==> src/rtl/rv32e_pkg.sv <==
// Shared constants and types for the RV32E register-file writeback path.
package rv32e_pkg;

   localparam int XLEN = 32;

   localparam logic [2:0] LB  = 3'b000;
   localparam logic [2:0] LH  = 3'b001;
   localparam logic [2:0] LW  = 3'b010;
   localparam logic [2:0] LBU = 3'b100;
   localparam logic [2:0] LHU = 3'b101;

   typedef enum logic [1:0] {
      IDLE,
      SETUP,
      STROBE,
      RELEASE
   } wb_state_t;

   typedef struct packed {
      logic [3:0]      rd;
      logic [XLEN-1:0] value;
   } wb_entry_t;

endpackage

==> src/rtl/load_extend.sv <==
// Selects the addressed byte/half of an aligned load word and sign/zero-extends it.
module load_extend
   import rv32e_pkg::*;
(
   input  logic [2:0]  funct3,
   input  logic [1:0]  addr_lo,
   input  logic [31:0] data,
   output logic [31:0] value,
   output logic        invalid
);

   logic [7:0]  byte_sel;
   logic [15:0] half_sel;

   always_comb begin
      byte_sel = 8'(data >> {addr_lo, 3'b000});
      half_sel = 16'(data >> {addr_lo[1], 4'b0000});
      value    = '0;
      invalid  = 1'b0;
      case (funct3)
         LB:      value = {{24{byte_sel[7]}}, byte_sel};
         LH:      value = {{16{half_sel[15]}}, half_sel};
         LW:      value = data;
         LBU:     value = {24'd0, byte_sel};
         LHU:     value = {16'd0, half_sel};
         default: invalid = 1'b1;
      endcase
   end

endmodule

==> src/rtl/regfile_writeback.sv <==
// Buffers ALU/load results and writes them into the register file with a setup/strobe/release sequence.
// Define WB_BYPASS_EN to add the fwd_sel/fwd_hit/fwd_value forwarding port.
module regfile_writeback
   import rv32e_pkg::*;
#(
   parameter int size  = XLEN,
   parameter int DEPTH = 2
) (
   input  logic            clk,
   input  logic            rst_n,
   input  logic            alu_valid,
   output logic            alu_ready,
   input  logic [3:0]      alu_rd,
   input  logic [size-1:0] alu_value,
   input  logic            ld_valid,
   output logic            ld_ready,
   input  logic [3:0]      ld_rd,
   input  logic [31:0]     ld_data,
   input  logic [2:0]      ld_funct3,
   input  logic [1:0]      ld_addr_lo,
   output logic            ld_err,
   output logic [3:0]      write_register,
   output logic [size-1:0] write_value,
   output logic            wr_en,
   output logic [15:0]     pending_mask,
   output logic            busy
`ifdef WB_BYPASS_EN
   ,
   input  logic [3:0]      fwd_sel,
   output logic            fwd_hit,
   output logic [size-1:0] fwd_value
`endif
);

   localparam int PTR_W = $clog2(DEPTH);
   localparam int CNT_W = PTR_W + 1;

   wb_state_t        state_q, state_d;
   logic [3:0]       buf_rd_q  [DEPTH];
   logic [3:0]       buf_rd_d  [DEPTH];
   logic [size-1:0]  buf_val_q [DEPTH];
   logic [size-1:0]  buf_val_d [DEPTH];
   logic [PTR_W-1:0] head_q, head_d;
   logic [CNT_W-1:0] count_q, count_d;
   logic [3:0]       write_register_q, write_register_d;
   logic [size-1:0]  write_value_q, write_value_d;
   logic             ld_err_q, ld_err_d;

   logic [31:0]      ld_value;
   logic             ld_invalid;
   logic             full, ld_take, alu_take, push, pop;
   logic [3:0]       push_rd;
   logic [size-1:0]  push_val;
   logic [PTR_W-1:0] tail;

   load_extend u_load_extend (
      .funct3  (ld_funct3),
      .addr_lo (ld_addr_lo),
      .data    (ld_data),
      .value   (ld_value),
      .invalid (ld_invalid)
   );

   // Loads have priority; rd=0 and bad loads complete the handshake without being buffered.
   always_comb begin
      full      = (count_q == CNT_W'(DEPTH));
      ld_ready  = !full;
      alu_ready = !full && !ld_valid;
      ld_take   = ld_valid && ld_ready;
      alu_take  = alu_valid && alu_ready;
      push      = 1'b0;
      push_rd   = '0;
      push_val  = '0;
      ld_err_d  = ld_take && ld_invalid;
      if (ld_take) begin
         push     = !ld_invalid && (ld_rd != '0);
         push_rd  = ld_rd;
         push_val = size'(ld_value);
      end else if (alu_take) begin
         push     = (alu_rd != '0);
         push_rd  = alu_rd;
         push_val = alu_value;
      end
   end

   always_comb begin
      state_d          = state_q;
      pop              = 1'b0;
      write_register_d = write_register_q;
      write_value_d    = write_value_q;
      case (state_q)
         IDLE: begin
            if (count_q != '0) begin
               state_d = SETUP;
               pop     = 1'b1;
            end
         end
         SETUP:  state_d = STROBE;
         STROBE: state_d = RELEASE;
         RELEASE: begin
            if (count_q != '0) begin
               state_d = SETUP;
               pop     = 1'b1;
            end else begin
               state_d = IDLE;
            end
         end
         default: state_d = IDLE;
      endcase
      if (pop) begin
         write_register_d = buf_rd_q[head_q];
         write_value_d    = buf_val_q[head_q];
      end
   end

   always_comb begin
      buf_rd_d  = buf_rd_q;
      buf_val_d = buf_val_q;
      tail      = head_q + count_q[PTR_W-1:0];
      if (push) begin
         buf_rd_d[tail]  = push_rd;
         buf_val_d[tail] = push_val;
      end
      head_d  = pop ? head_q + PTR_W'(1) : head_q;
      count_d = count_q + CNT_W'(push) - CNT_W'(pop);
   end

   // The in-flight write stays pending through RELEASE, the cycle the register file captures it.
   always_comb begin
      logic [PTR_W-1:0] idx;
      idx          = '0;
      pending_mask = '0;
      if (state_q != IDLE) pending_mask[write_register_q] = 1'b1;
      for (int i = 0; i < DEPTH; i++) begin
         idx = head_q + PTR_W'(i);
         if (CNT_W'(i) < count_q) pending_mask[buf_rd_q[idx]] = 1'b1;
      end
   end

`ifdef WB_BYPASS_EN
   // Scan oldest to youngest so the last match wins.
   always_comb begin
      logic [PTR_W-1:0] fidx;
      fidx      = '0;
      fwd_hit   = 1'b0;
      fwd_value = '0;
      if (fwd_sel != '0) begin
         if (state_q != IDLE && write_register_q == fwd_sel) begin
            fwd_hit   = 1'b1;
            fwd_value = write_value_q;
         end
         for (int i = 0; i < DEPTH; i++) begin
            fidx = head_q + PTR_W'(i);
            if (CNT_W'(i) < count_q && buf_rd_q[fidx] == fwd_sel) begin
               fwd_hit   = 1'b1;
               fwd_value = buf_val_q[fidx];
            end
         end
      end
   end
`endif

   always_ff @(posedge clk or negedge rst_n) begin
      if (!rst_n) begin
         state_q          <= IDLE;
         head_q           <= '0;
         count_q          <= '0;
         write_register_q <= '0;
         write_value_q    <= '0;
         ld_err_q         <= 1'b0;
         for (int i = 0; i < DEPTH; i++) begin
            buf_rd_q[i]  <= '0;
            buf_val_q[i] <= '0;
         end
      end else begin
         state_q          <= state_d;
         head_q           <= head_d;
         count_q          <= count_d;
         write_register_q <= write_register_d;
         write_value_q    <= write_value_d;
         ld_err_q         <= ld_err_d;
         buf_rd_q         <= buf_rd_d;
         buf_val_q        <= buf_val_d;
      end
   end

   assign write_register = write_register_q;
   assign write_value    = write_value_q;
   assign wr_en          = (state_q == STROBE);
   assign ld_err         = ld_err_q;
   assign busy           = (count_q != '0) || (state_q != IDLE);

endmodule
==> config.mk <==
export PLATFORM = sky130hd
export DESIGN_NAME = regfile_writeback
export DESIGN_NICKNAME = d
export VERILOG_FILES = /design/src/rtl/rv32e_pkg.sv /design/src/rtl/load_extend.sv /design/src/rtl/regfile_writeback.sv
export SDC_FILE = /design/constraint.sdc
export NUM_CORES = 1
export LEC_CHECK = 0
export ABC_AREA = 1
export CAP_MARGIN = 20
export CELL_PAD_IN_SITES_DETAIL_PLACEMENT = 1
export CELL_PAD_IN_SITES_GLOBAL_PLACEMENT = 1
export CORE_AREA = 2 2 118 234
export CTS_CLUSTER_SIZE = 25
export DETAILED_ROUTE_END_ITERATION = 16
export DIE_AREA = 0 0 120 236
export GPL_TIMING_DRIVEN = 0
export PLACE_DENSITY = 0.69
export SETUP_SLACK_MARGIN = 0.4
export SLEW_MARGIN = 10
export SYNTH_ARGS = -nofsm -noshare
export SYNTH_HDL_FRONTEND = slang
export SYNTH_SLANG_ARGS = --single-unit
==> constraint.sdc <==
create_clock -name clk -period 3.2 [get_ports clk]
set_input_delay 0.32 -clock clk [delete_from_list [all_inputs] [get_ports clk]]
set_output_delay 0.32 -clock clk [all_outputs]
set_load 0.01 [all_outputs]
# Word-level counts from Yosys, hierarchy flattened

Cells that the tools add are included.

Register bits: 114
Output and inout port bits: 57

Add/subtract/negate cells: 4
Equal/unequal tests: 9
Bitwise operators: 5
$lt $le $gt $ge: 12
Shift operators: 2
Reduce and logical (&&, ||, !) cells: 20
Mux-type cells: 37

Operator list:

| kind                                                                  | number |
|---|---|
| 32-bit two-way mux                                                    | 6 |
| 32-bit case mux with 5 select lines                                   | 1 |
| 64-bit bitwise mux                                                    | 1 |
| 16-bit two-way mux                                                    | 3 |
| 4-bit two-way mux                                                     | 9 |
| 32-bit demux with 1-bit select                                        | 1 |
| 16-bit bitwise OR                                                     | 2 |
| 32-bit by 5-bit >> shifter with 16-bit output                         | 1 |
| 32-bit by 5-bit >> shifter with 8-bit output                          | 1 |
| 4-bit by 5-bit < comparator with 1-bit output, second input constant  | 3 |
| 1-bit demux with 4-bit select                                         | 3 |
| 4-bit by 1-bit >= comparator with 1-bit output, second input constant | 3 |
| 1-bit logical AND                                                     | 9 |
| 1-bit two-way mux                                                     | 9 |
| 8-bit bitwise mux                                                     | 1 |
| 2-bit case mux with 4 select lines                                    | 1 |
| 4-bit nonzero test                                                    | 2 |
| 2-bit equality test, second input constant                            | 3 |
| 3-bit equality test, second input constant                            | 2 |
| 2-bit >= comparator, second input constant                            | 3 |
| 1-bit NOT with 2-bit output                                           | 3 |
| 5-bit OR reduction                                                    | 1 |
| 4-bit demux with 1-bit select                                         | 1 |
| 1-bit by 2-bit < comparator with 1-bit output, first input constant   | 2 |
| other kinds (16)                                                      | 18 |

# Depth between registers and ports, before layout

Gate-level depths: netlist of the first run.

Word-level depth: 12
Depth in mapped cells: 13
Gate-level depth less buffers: 12

# Cells and area by module

From an unflattened synthesis of the first run, not the netlist that was laid out.

Cells, all modules: 1000
Area total of the unflattened synthesis: 6802.8 um^2

By module, submodules not included:

| module            | cells an instance | instances | area an instance (um^2) |
|---|---|---|---|
| regfile_writeback | 800               | 1         | 5888.1 |
| load_extend       | 200               | 1         | 914.6 |

# Least setup slack after synthesis of the first run

OpenSTA, ideal clock, no wires.

Path type: reg2reg
From: register state_q[0]
To: register count_q[1]
Cell stages (with the launch flop): 11
Arrival time: 1.900 ns
Clock period less this slack: 1.979 ns
Setup time: 0.079 ns
Data required time: 3.121 ns
Slack: 1.221 ns
Cell sequence: dfrtp_1 -> inv_1 -> ha_1 -> nor2_1 -> buf_2 -> buf_2 -> ha_1 -> inv_1 -> ha_1 -> xnor2_1 -> xor2_1

Cells in the longest elaborated chain, start to end: 4
Elaborated cells between the ends (all ways): 5
Those cells by class: add/sub: 1; eq/ne: 1; mux: 1; reduce/logical: 2

Ends and longest elaborated chain:

| element                                                | line                     | RTL |
|---|---|---|
| start: declaration                                     | regfile_writeback.sv:38  | `wb_state_t state_q, state_d;` |
| start signal: assignment                               | regfile_writeback.sv:176 | `state_q <= state_d;` |
| 2-bit equality test or 2-bit zero test (tied branches) | regfile_writeback.sv:91  | `case (state_q)` |
| 2-bit OR reduction (no line) (*)                       | n/a                      |  |
| 1-bit two-way mux (*)                                  | n/a                      |  |
| net pop                                                | regfile_writeback.sv:51  | `logic full, ld_take, alu_take, push, pop;` |
| 2-bit by 1-bit subtractor with 2-bit output (*)        | regfile_writeback.sv:125 | `count_d = count_q + CNT_W'(push) - CNT_W'(pop);` |
| net count_d[1]                                         | regfile_writeback.sv:44  | `logic [CNT_W-1:0] count_q, count_d;` |
| end signal: assignment                                 | regfile_writeback.sv:178 | `count_q <= count_d;` |
| end: declaration                                       | regfile_writeback.sv:44  |  |

Mark *: on every way through the listed nets, which the timed path passes. The rest lies on a longest branch.
A chain may end at the register's enable or synchronous reset.

# Final worst setup path of the first run

From: register head_q
To: output port pending_mask[15]

Cells in the longest elaborated chain, start to end: 12
Elaborated cells between the ends (all ways): 23
Those cells by class: add/sub: 1; order compare: 4; mux: 12; bitwise: 4; reduce/logical: 2

Ends and longest elaborated chain:

| element                                                                                                                               | line                     | RTL |
|---|---|---|
| start: declaration                                                                                                                    | regfile_writeback.sv:43  | `logic [PTR_W-1:0] head_q, head_d;` |
| start signal: assignment                                                                                                              | regfile_writeback.sv:166 | `head_q <= '0;` |
| start signal: assignment                                                                                                              | regfile_writeback.sv:177 | `head_q <= head_d;` |
| 1-bit NOT with 2-bit output (not written as such)                                                                                     | regfile_writeback.sv:136 | `if (CNT_W'(i) < count_q) pending_mask[buf_rd_q[idx]] = 1'b1;` |
| 4-bit two-way mux (not written as such) (3 in a row)                                                                                  | regfile_writeback.sv:136 |  |
| 4-bit by 5-bit < comparator with 1-bit output (not written as such) or 4-bit by 1-bit >= comparator with 1-bit output (tied branches) | regfile_writeback.sv:136 |  |
| 1-bit logical AND (not written as such)                                                                                               | regfile_writeback.sv:136 |  |
| 1-bit two-way mux (not written as such)                                                                                               | regfile_writeback.sv:136 |  |
| 1-bit demux with 4-bit select                                                                                                         | regfile_writeback.sv:136 |  |
| 16-bit bitwise OR (no line)                                                                                                           | n/a                      |  |
| 16-bit two-way mux                                                                                                                    | regfile_writeback.sv:136 |  |
| 16-bit bitwise OR (no line)                                                                                                           | n/a                      |  |
| 16-bit two-way mux (*)                                                                                                                | regfile_writeback.sv:136 |  |
| end: declaration                                                                                                                      | regfile_writeback.sv:25  | `output logic [15:0] pending_mask,` |

Every way passes the cells marked *; elsewhere a longest branch is shown, timed or not. The select of a mux whose other input is x is not followed.

==> results of run 1 <==
-- final cells by class --
cell class              instances  area [um^2]  area share
plain buffers                  47        341.6     0.03792
clock buffers                  23        498.0     0.05528
clock inverters                 5        77.57    0.008611
inverters                      54        219.0     0.02431
multi-input cells             716         3166      0.3514
flip-flops and latches        114         2854      0.3168
well taps                     348        435.4     0.04833
repair buffers                138         1418      0.1574
-- final timing paths --
kind | cells past startpoint | startpoint | slack, ns | to
max | 7 | head_q | 0.52 | pending_mask[15]
min | 3 | ld_funct3[1] | 0.20 | ld_err
max reg2reg | 10 | state_q[0] | 0.85 | count_q[1]
min reg2reg | 2 | buf_val_q[36] | 0.48 | buf_val_q[36]
max in group asynchronous | 3 | rst_n | 2.10 | buf_val_q[56]
min in group asynchronous | 2 | rst_n | 0.40 | state_q[1]
-- worst min-delay path, delay by kind of cell --
family	cells	cell delay [ns]
and+or+nand+nor	1	0.05
buffers and inverters	2	0.20
-- routing by layer --
| layer | global-route usage | up-vias | wire (um) |
|---|---|---|---|
| met5 | 0 | - | 0 |
| met1 | 0.2293 | 3032 | 10800 |
| li1 | - | 3238 | - |
| met2 | 0.2744 | 180 | 10920 |
| met4 | 0.03529 | 0 | 214 |
| met3 | 0.02756 | 13 | 977 |
-- synthesized netlist by cell type --
master	n
nand2_1	500
dfrtp_1	114
nor2_1	53
inv_1	46
nand3_1	39
a31oi_1	32
o21ai_0	23
buf_2	21
nor3_1	12
a21oi_1	11
buf_6	10
clkbuf_1	8
o21ai_1	8
o221ai_1	8
ha_1	6
nand2_4	4
nand4_1	4
buf_12	3
buf_4	3
inv_2	3
buf_1	2
clkinv_1	2
nand2_2	2
o22ai_1	2
xnor2_1	2
xor2_1	2
a21oi_2	1
and2_1	1
clkinv_2	1
clkinv_8	1
inv_4	1
nand3_2	1
nor2_2	1
nor2_4	1
nor2_8	1
o21ai_4	1
or2_0	1
-- kinds of logic (layout without fill, tap and decap cells) --
family                   after synthesis  in the layout  synth area share
buffers and inverters                101            267           0.08551
XOR/XNOR                               4              4          0.005381
flip-flops                           114            114            0.4381
AO/OA/AOI/OAI                         86             86           0.07955
adder cells (fa/ha/maj)                6              6           0.01153
AND/OR/NAND/NOR                      620            620            0.3799
-- report_power, final --
part | total [uW] | internal (uW) | switching (uW)
Clock | 1860 | 1230 | 637
Combinational | 4660 | 1860 | 2800
Sequential | 2620 | 2170 | 451
Total | 9150 | 5260 | 3890
-- stage by stage --
step | hold slack, ns | instance area (um^2) | TNS (ns)
floorplan | 0.02441 | 6511 | 0
global placement | 0.4622 | 8298 | -295.81
detailed placement | 0.2679 | 8327 | 0
CTS | 0.1869 | 8937 | 0
global route | 0.2020 | 9009 | 0
finish | 0.1971 | 9009 | 0
-- registers in the layout (all words and copies together), names as in the netlist --
signal and count:
ld_err 1, write_value 32, count_q 2, buf_val_q 64, buf_rd_q 8, state_q 2, write_register 4, head_q 1
-- repair_timing --
action	4_1_cts	5_1_grt
hold buffers	1	0
gates resized for setup	16	23
setup buffers	0	1
cloned	0	0
setup endpoints to repair	16	16
endpoints found under the hold margin	41	0
==> summary.md, run 1 <==
| Metric | Value |
|---|---|
| Status | `finished, final reports clean` |
| Placement Setup Slack | `0.5230 ns` |
| TritonCTS clock tree | `done` |
| Crit-path max cell delay | `0.57 ns` |
| Synth cell types | `37` |
| Drt pass-1 iters | `4` |
| Final Max Tran Viols | `0` |
| Pwr dens | `1016 nW/um^2` |
| Core area | `26,690 um^2` |
| Routed wire per std cell | `15.85 um` |
| Ratio of cells with drive above 1 in the final layout | `0.09480` |
| Final Net Count | `1,175` |
| Critical path's top delay family | `buffers and inverters` |
| Routed Antenna Nets | `0` |
| Non-filler instance count after layout | `1,445` |
| Die H | `236 um` |
| Slew Limit Headroom | `0.3778` |
| Total grt overflow | `0` |
| Sequential fraction of the synthesis area | `0.4381` |
| Mapped Cells | `931` |
| Clk sink count | `114` |
| Buf+Inv Stages, Crit Path | `2` |
| Worst-path clk slew | `0.06 ns` |
| Synth Register Bits | `114` |
| 1st-iter DRT viols | `353` |
| Critical Path Sink Type | `output pin` |
| Global-route wire length before repair | `37,500 um` |
| Commonest non-fill, non-tap cells in the layout | `nand2_1, clkdlybuf4s50_1, dfrtp_1, nor2_1, inv_1` |
| Final period util | `0.8389` |
| Crit Path Category | `reg2out` |
| Hold Path Class | `in2reg` |
| Unrepaired setup endpoints after global routing | `true` |
| Final Hold Fails | `0` |
| Maximum Capacitance Violations | `0` |
| Area of the die | `28,320 um^2` |
| Total of fill cells in the finished design | `3,255` |
| CTS H-tree depth | `4` |
| Min cycle time layout | `2.684 ns` |
| CTS root buffer | `clkbuf_16` |
| Mapped Nets | `1,018` |
| Pin count of the biggest net entering global routing | `74` |
| Maximum clock frequency | `0.3725 GHz` |
| Worst Clk Skew | `0.01202 ns` |
| Core Util, Final | `0.3375` |
| Data arrival, critical path | `2.36 ns` |
| All-Layer GR Usage | `0.1668` |
| Ranking of synthesized cells by area | `dfrtp_1, nand2_1, a31oi_1` |
| CP Max Fanout | `10` |
| Setup-failing EPs final | `0` |
| Slowest CP cell | `clkdlybuf4s50_1` |
| Bufs on Longest Clock Path | `2` |
| Gpl congestion | `0.8817` |
| Max VDD drop | `0.4027 mV` |
| CP required | `2.88 ns` |
| Synthesized area | `6511 um^2` |
| Slew of the pin with the lowest slew margin | `0.9262 ns` |
| IO buf count | `135` |
| CTS buffer count | `17` |
| Clk_lat worst skew | `0.41 ns` |
| Die W | `120 um` |
| Crit start category | `flop` |
| Placed Cells | `1,415` |
| Share of the synthesized area in the top cell type | `0.4381` |
| Vias post-DR | `6,463` |
| I/O pins | `138` |
| DR vias/cell | `4.473` |
| Crit-path cells | `buf_6, nand2_1, o21ai_1, nand3_2, or2_0, o221ai_2, clkdlybuf4s50_1` |
| Final HPWL DP | `17,740 um` |
| Drt drc | `0` |
| N_diodes | `0` |
| Num rows | `85` |
| Initial Util | `0.2439` |
| Antenna violations before repair | `0` |
| Yosys top cell by area | `dfrtp_1` |
| Final WL | `22,910 um` |
| Syn-to-layout area delta | `38.36%` |
| Setup WS post-layout | `0.5157 ns` |
| Synth warnings | `0` |
| Total power | `9150 uW` |
| LEAKAGE | `0.004530 uW` |
| Syn Area/Cell | `6.994 um^2` |
| Vias in the first global route | `6,948` |
| Commonest non-fill, non-tap cell in the layout | `nand2_1` |
No activity file was read; power rests on OpenSTA's default activity.
==> run 2: changes to the inputs <==
Settings changed: PLACE_DENSITY 0.69 to 0.71.
Clock period 3.2 ns to 2.3 ns, I/O delays scaled along.
==> run 2 against run 1 <==
Compared with the run above:
- global-route usage rose by 0.18 points
- core utilization rose by 2.3 points
- critical endpoint is now pending_mask[6]
- sequential cell count did not move
- first-iteration DRC count fell by 5.9%
- clock power rose by 47%
- die area did not move
- wire length rose by 3.6%
- critical path depth rose by 2
==> summary.md, run 2 (synthesis gave the netlist of run 1 again) <==
| Metric | Value |
|---|---|
| N_diodes | `0` |
| Worst reg2reg path depth | `11` |
| Routed Antenna Nets | `0` |
| Final WL | `23,740 um` |
| Final Cell Area | `9622 um^2` |
| Core area | `26,690 um^2` |
| Worst setup endpoint | `pending_mask[6]` |
| Crit start category | `flop` |
| Area of the die | `28,320 um^2` |
| Slowest CP cell | `dfrtp_2` |
| Total grt overflow | `0` |
| Die W | `120 um` |
| Commonest non-fill, non-tap cells in the layout | `nand2_1, clkdlybuf4s50_1, dfrtp_1, nor2_1, nand3_1` |
| Status | `finished, final reports clean` |
| Vias post-DR | `6,720` |
| Final Net Count | `1,205` |
| Num rows | `85` |
| Drt drc | `0` |
| Setup-failing EPs final | `0` |
| Hold Path Class | `in2reg` |
| Pwr dens | `1483 nW/um^2` |
| Clk sink count | `114` |
| Slew Limit Headroom | `0.6377` |
| Clk_lat worst skew | `0.41 ns` |
| Final Max Tran Viols | `0` |
| TritonCTS clock tree | `done` |
| Commonest non-fill, non-tap cell in the layout | `nand2_1` |
| Reg with most FFs | `buf_val_q` |
| Antenna violations before repair | `0` |
| Crit-path cells | `buf_6, buf_16, o21ai_4, inv_2, nor2_4, buf_6, a21oi_2, o21ai_1, buf_2` |
| Flop2flop setup slack | `0.30 ns` |
| Pin count of the biggest net entering global routing | `86` |
| I/O pins | `138` |
| Initial Util | `0.2439` |
| Cell mode on critical path | `buf_6` |
| Crit-path max cell delay | `0.45 ns` |
| Syn-to-layout area delta | `47.77%` |
| LEAKAGE | `0.004666 uW` |
| Worst-path clk slew | `0.05 ns` |
| All-Layer GR Usage | `0.1686` |
| Vias in the first global route | `7,250` |
| CTS root buffer | `clkbuf_16` |
| Final Hold Fails | `0` |
| CTS buffer count | `17` |
| Bufs on Longest Clock Path | `2` |
| CP Max Fanout | `5` |
| Reg2reg end | `count_q[1]` |
| DR vias/cell | `4.547` |
| Routed wire per std cell | `16.06 um` |
| Area after DPL | `8335 um^2` |
| Final HPWL DP | `17,760 um` |
| Flip-flop count of the largest register after layout | `64` |
| Worst Clk Skew | `0.009978 ns` |
| CP required | `2.07 ns` |
| 1st-iter DRT viols | `332` |
| Unrepaired setup endpoints after global routing | `true` |
| Final period util | `0.9910` |
| Maximum Capacitance Violations | `0` |
| Global-route wire length before repair | `38,020 um` |
| Final setup TNS | `0 ns` |
| Crit Path Category | `reg2out` |
| Gpl congestion | `0.8750` |
| Slew of the pin with the lowest slew margin | `0.5435 ns` |
| Ratio of cells with drive above 1 in the final layout | `0.1850` |
| Die H | `236 um` |
| Critical Path Start | `head_q` |
| CTS H-tree depth | `4` |
| IO buf count | `135` |
| Reg-to-Reg Start | `count_q[1]` |
| Min cycle time layout | `2.279 ns` |
| Maximum clock frequency | `0.4387 GHz` |
| Max VDD drop | `0.5616 mV` |
| Critical Path Sink Type | `output pin` |
| Data arrival, critical path | `2.05 ns` |
| Drt pass-1 iters | `6` |
-- run 2: cell types whose count changed in the layout (fill, tap and decap cells not counted), moves of 10 or more --
cell and delta:
buf_2 +10, buf_4 +27, clkdlybuf4s50_1 -12, inv_1 -10, nand2_1 -10, nor2_1 -11
nor2_4 +10
-- run 2: worst min path at each step --
stage | end | from | cells after the start | slack (ns)
after floorplan | buf_rd_q[0] | rst_n | 0 | -0.07
after global placement | buf_val_q[5] | buf_val_q[5] | 2 | 0.46
after detailed placement | state_q[1] | rst_n | 1 | 0.13
after CTS | ld_err | ld_funct3[1] | 3 | 0.08
after global routing | ld_err | ld_funct3[1] | 3 | 0.14
final | ld_err | ld_funct3[1] | 3 | 0.11
-- run 2: repair_timing --
item,in CTS,in global routing
cloned,1,0
pin swaps,17,15
hold buffers,1,0
resized for setup,166,47
setup buffers,21,9
setup endpoints to repair,20,45
endpoints found under the hold margin,29,0
-- run 2: area by class of cell --
class | count | area [um^2]
fill | 3265 | 17070
clock buffer | 20 | 446.7
multi-input combinational | 716 | 3498
tap | 348 | 435.4
sequential | 114 | 2856
inverter | 54 | 234.0
buffer | 47 | 399.1
timing repair buffer | 168 | 1590
clock inverter | 11 | 161.4
-- run 2: critical path: cells and delay by family, from the launching register on --
kind,cells,cell delay (ns)
flip-flops,1,0.45
AO/OA/AOI/OAI,3,0.37
buffers and inverters,5,0.62
AND/OR/NAND/NOR,1,0.19
-- run 2: per-stage QoR --
stage            util  setup WS (ns)  instances  total power (uW)  hold WS [ns]
6_report       0.3604        0.02078       1478             14270        0.1124
5_1_grt        0.3604       -0.07925       1478             15270        0.1402
4_1_cts        0.3518         0.1029       1469             13770       0.08460
3_5_place_dp   0.3123        -0.3278       1415             10110        0.1264
3_3_place_gp   0.3112         -3.445       1414              9892        0.4623
2_1_floorplan       -         0.4072        931              7398      -0.06559
-- run 2: where the power goes --
group / internal (uW) / leakage (uW) / switching, uW
logic: 3320 / 0.00290 / 4540
registers: 3020 / 0.00146 / 656
clock network: 1820 / 0.000299 / 913
total: 8160 / 0.00467 / 6110
-- run 2: routing by layer --
| layer | share of wire | global-route usage | up-vias | wire (um) |
|---|---|---|---|---|
| met5 | 0 | 0 | - | 0 |
| met1 | 0.46 | 0.2260 | 3201 | 10930 |
| met2 | 0.49 | 0.2817 | 187 | 11650 |
| met4 | 0.013 | 0.04492 | 0 | 306 |
| li1 | - | - | 3307 | - |
| met3 | 0.036 | 0.02466 | 25 | 854 |
==> RTL edit (config.mk and constraints of run 1) <==
The package constant `XLEN` goes from 32 to 28.
--- a/src/rtl/rv32e_pkg.sv
+++ b/src/rtl/rv32e_pkg.sv
@@ -1,7 +1,7 @@
 // Shared constants and types for the RV32E register-file writeback path.
 package rv32e_pkg;
 
-   localparam int XLEN = 32;
+   localparam int XLEN = 28;
 
    localparam logic [2:0] LB  = 3'b000;
    localparam logic [2:0] LH  = 3'b001;
Interface: changed (resized alu_value and write_value); port bits go from 138 to 130. The function was not compared with the original's and may differ.
==> RTL edit against run 1 <==
Global-route usage decreased by 1.8 points; non-clock buffer count decreased by 15; sequential cell count decreased by 12; wire length decreased by 11%; design area decreased by 11%; setup slack improved by 3.6 ps; area after synthesis decreased by 8.3%; total power decreased by 21%; fmax increased by 0.13%; critical path type unchanged.
==> RTL edit: results (changes against run 1) <==
----------------------------------------------------
[Run status]
  Outcome ... completed (unchanged)

[Synthesis]
  Number of distinct library cell variants in the gate-level netlist after synthesis ... 27 (was 37)
  Share of the yosys chip area belonging to registers ... 42.76% (was 43.81%)
  Commonest cells post-synth ... sky130_fd_sc_hd__nand2_1 (459), sky130_fd_sc_hd__dfrtp_1 (102), sky130_fd_sc_hd__nor2_1 (72) (was sky130_fd_sc_hd__nand2_1 (500), sky130_fd_sc_hd__dfrtp_1 (114), sky130_fd_sc_hd__nor2_1 (53))
  Post-Synth Adder-Cell Area ... 1.258% (was 1.153%)
  Post-Syn Area per Cell ... 6.670 µm² (was 6.994 µm²)
  Post-synthesis share of cell area spent on xor and xnor gates ... 0.5869% (was 0.5380%)

[Clocking]
  Clock H-tree levels ... 3 (was 4)
  Number of clock buffers inserted by TritonCTS ... 9 (was 17)
  CTS clk-pin slew, worst paths ... 80 ps (was 60 ps)

[Power]
  LEAKAGE ... 4.025 nW (was 4.530 nW)
  Part of the total power dissipated in sequential elements ... 31.6% (was 28.7%)
  Switching portion of total power ... 44.89% (was 42.54%)

[Detailed routing]
  Routed WL ... 20,470 µm (was 22,910 µm)
  Count of routing violations after the opening detailed-route iteration ... 268 (was 353)
  DR WL/cell ... 14.73 µm (was 15.85 µm)

[GRT]
  Global-route wire length before repair ... 33,820 µm (was 37,500 µm)
  Met2 track demand over resource in global routing ... 26.02% (was 27.44%)
  GRT Util Overall ... 14.91% (was 16.68%)
  Global-route met1 utilization ... 18.57% (was 22.93%)
  Number of global-route vias before repair ... 6,470 (was 6,948)

[Setup path]
  Maximum single-stage delay on the critical path ... 550 ps (was 570 ps)

[Timing]
  Worst Hold Slack ... 325.5 ps (was 197.1 ps)
  Part of the cycle the worst path needs ... 83.77% (was 83.89%)
  Transition at the pin with the smallest max-transition slack ... 733.0 ps (was 926.2 ps)

[Place]
  Gp weighted congestion ... 0.8677 (was 0.8817)
  Placed Cells incl. Taps ... 1,372 (was 1,415)

[Layout]
  Max reg flops ... 56 (was 64)
  Number of nets in the finished design ... 1,119 (was 1,175)

----------------------------------------------------
==> RTL edit: area by class of cell <==
cell class / instances / area, µm²
Sequential cell: 102 / 2552
Timing Repair Buffer: 130 / 1323
Tap cell: 348 / 435.4
Multi-Input combinational cell: 678 / 2947
Fill cell: 3327 / 18630
Clock inverter: 7 / 65.06
Buffer: 40 / 221.5
Inverter: 75 / 291.5
Clock buffer: 9 / 225.2
==> RTL edit: cells by family after synthesis <==
| family | count (synthesis) |
|---|---|
| xor+xnor | 4 |
| compound gates | 83 |
| flops | 102 |
| fa+ha+maj | 6 |
| buf+inv | 115 |
| simple gates | 585 |
==> RTL edit: timing repair <==
item,in CTS,in global routing
hold buffers,1,0
hold endpoints to repair,16,0
gates resized for setup,4,13
cloned,0,0
setup endpoints to repair,8,16
==> RTL edit: routing by layer <==
metal  share of wire, %  vias up
met5                  0        -
met4                2.7        0
met3                3.7       26
met2                 49      134
met1                 44     2825
li1                   -     3052
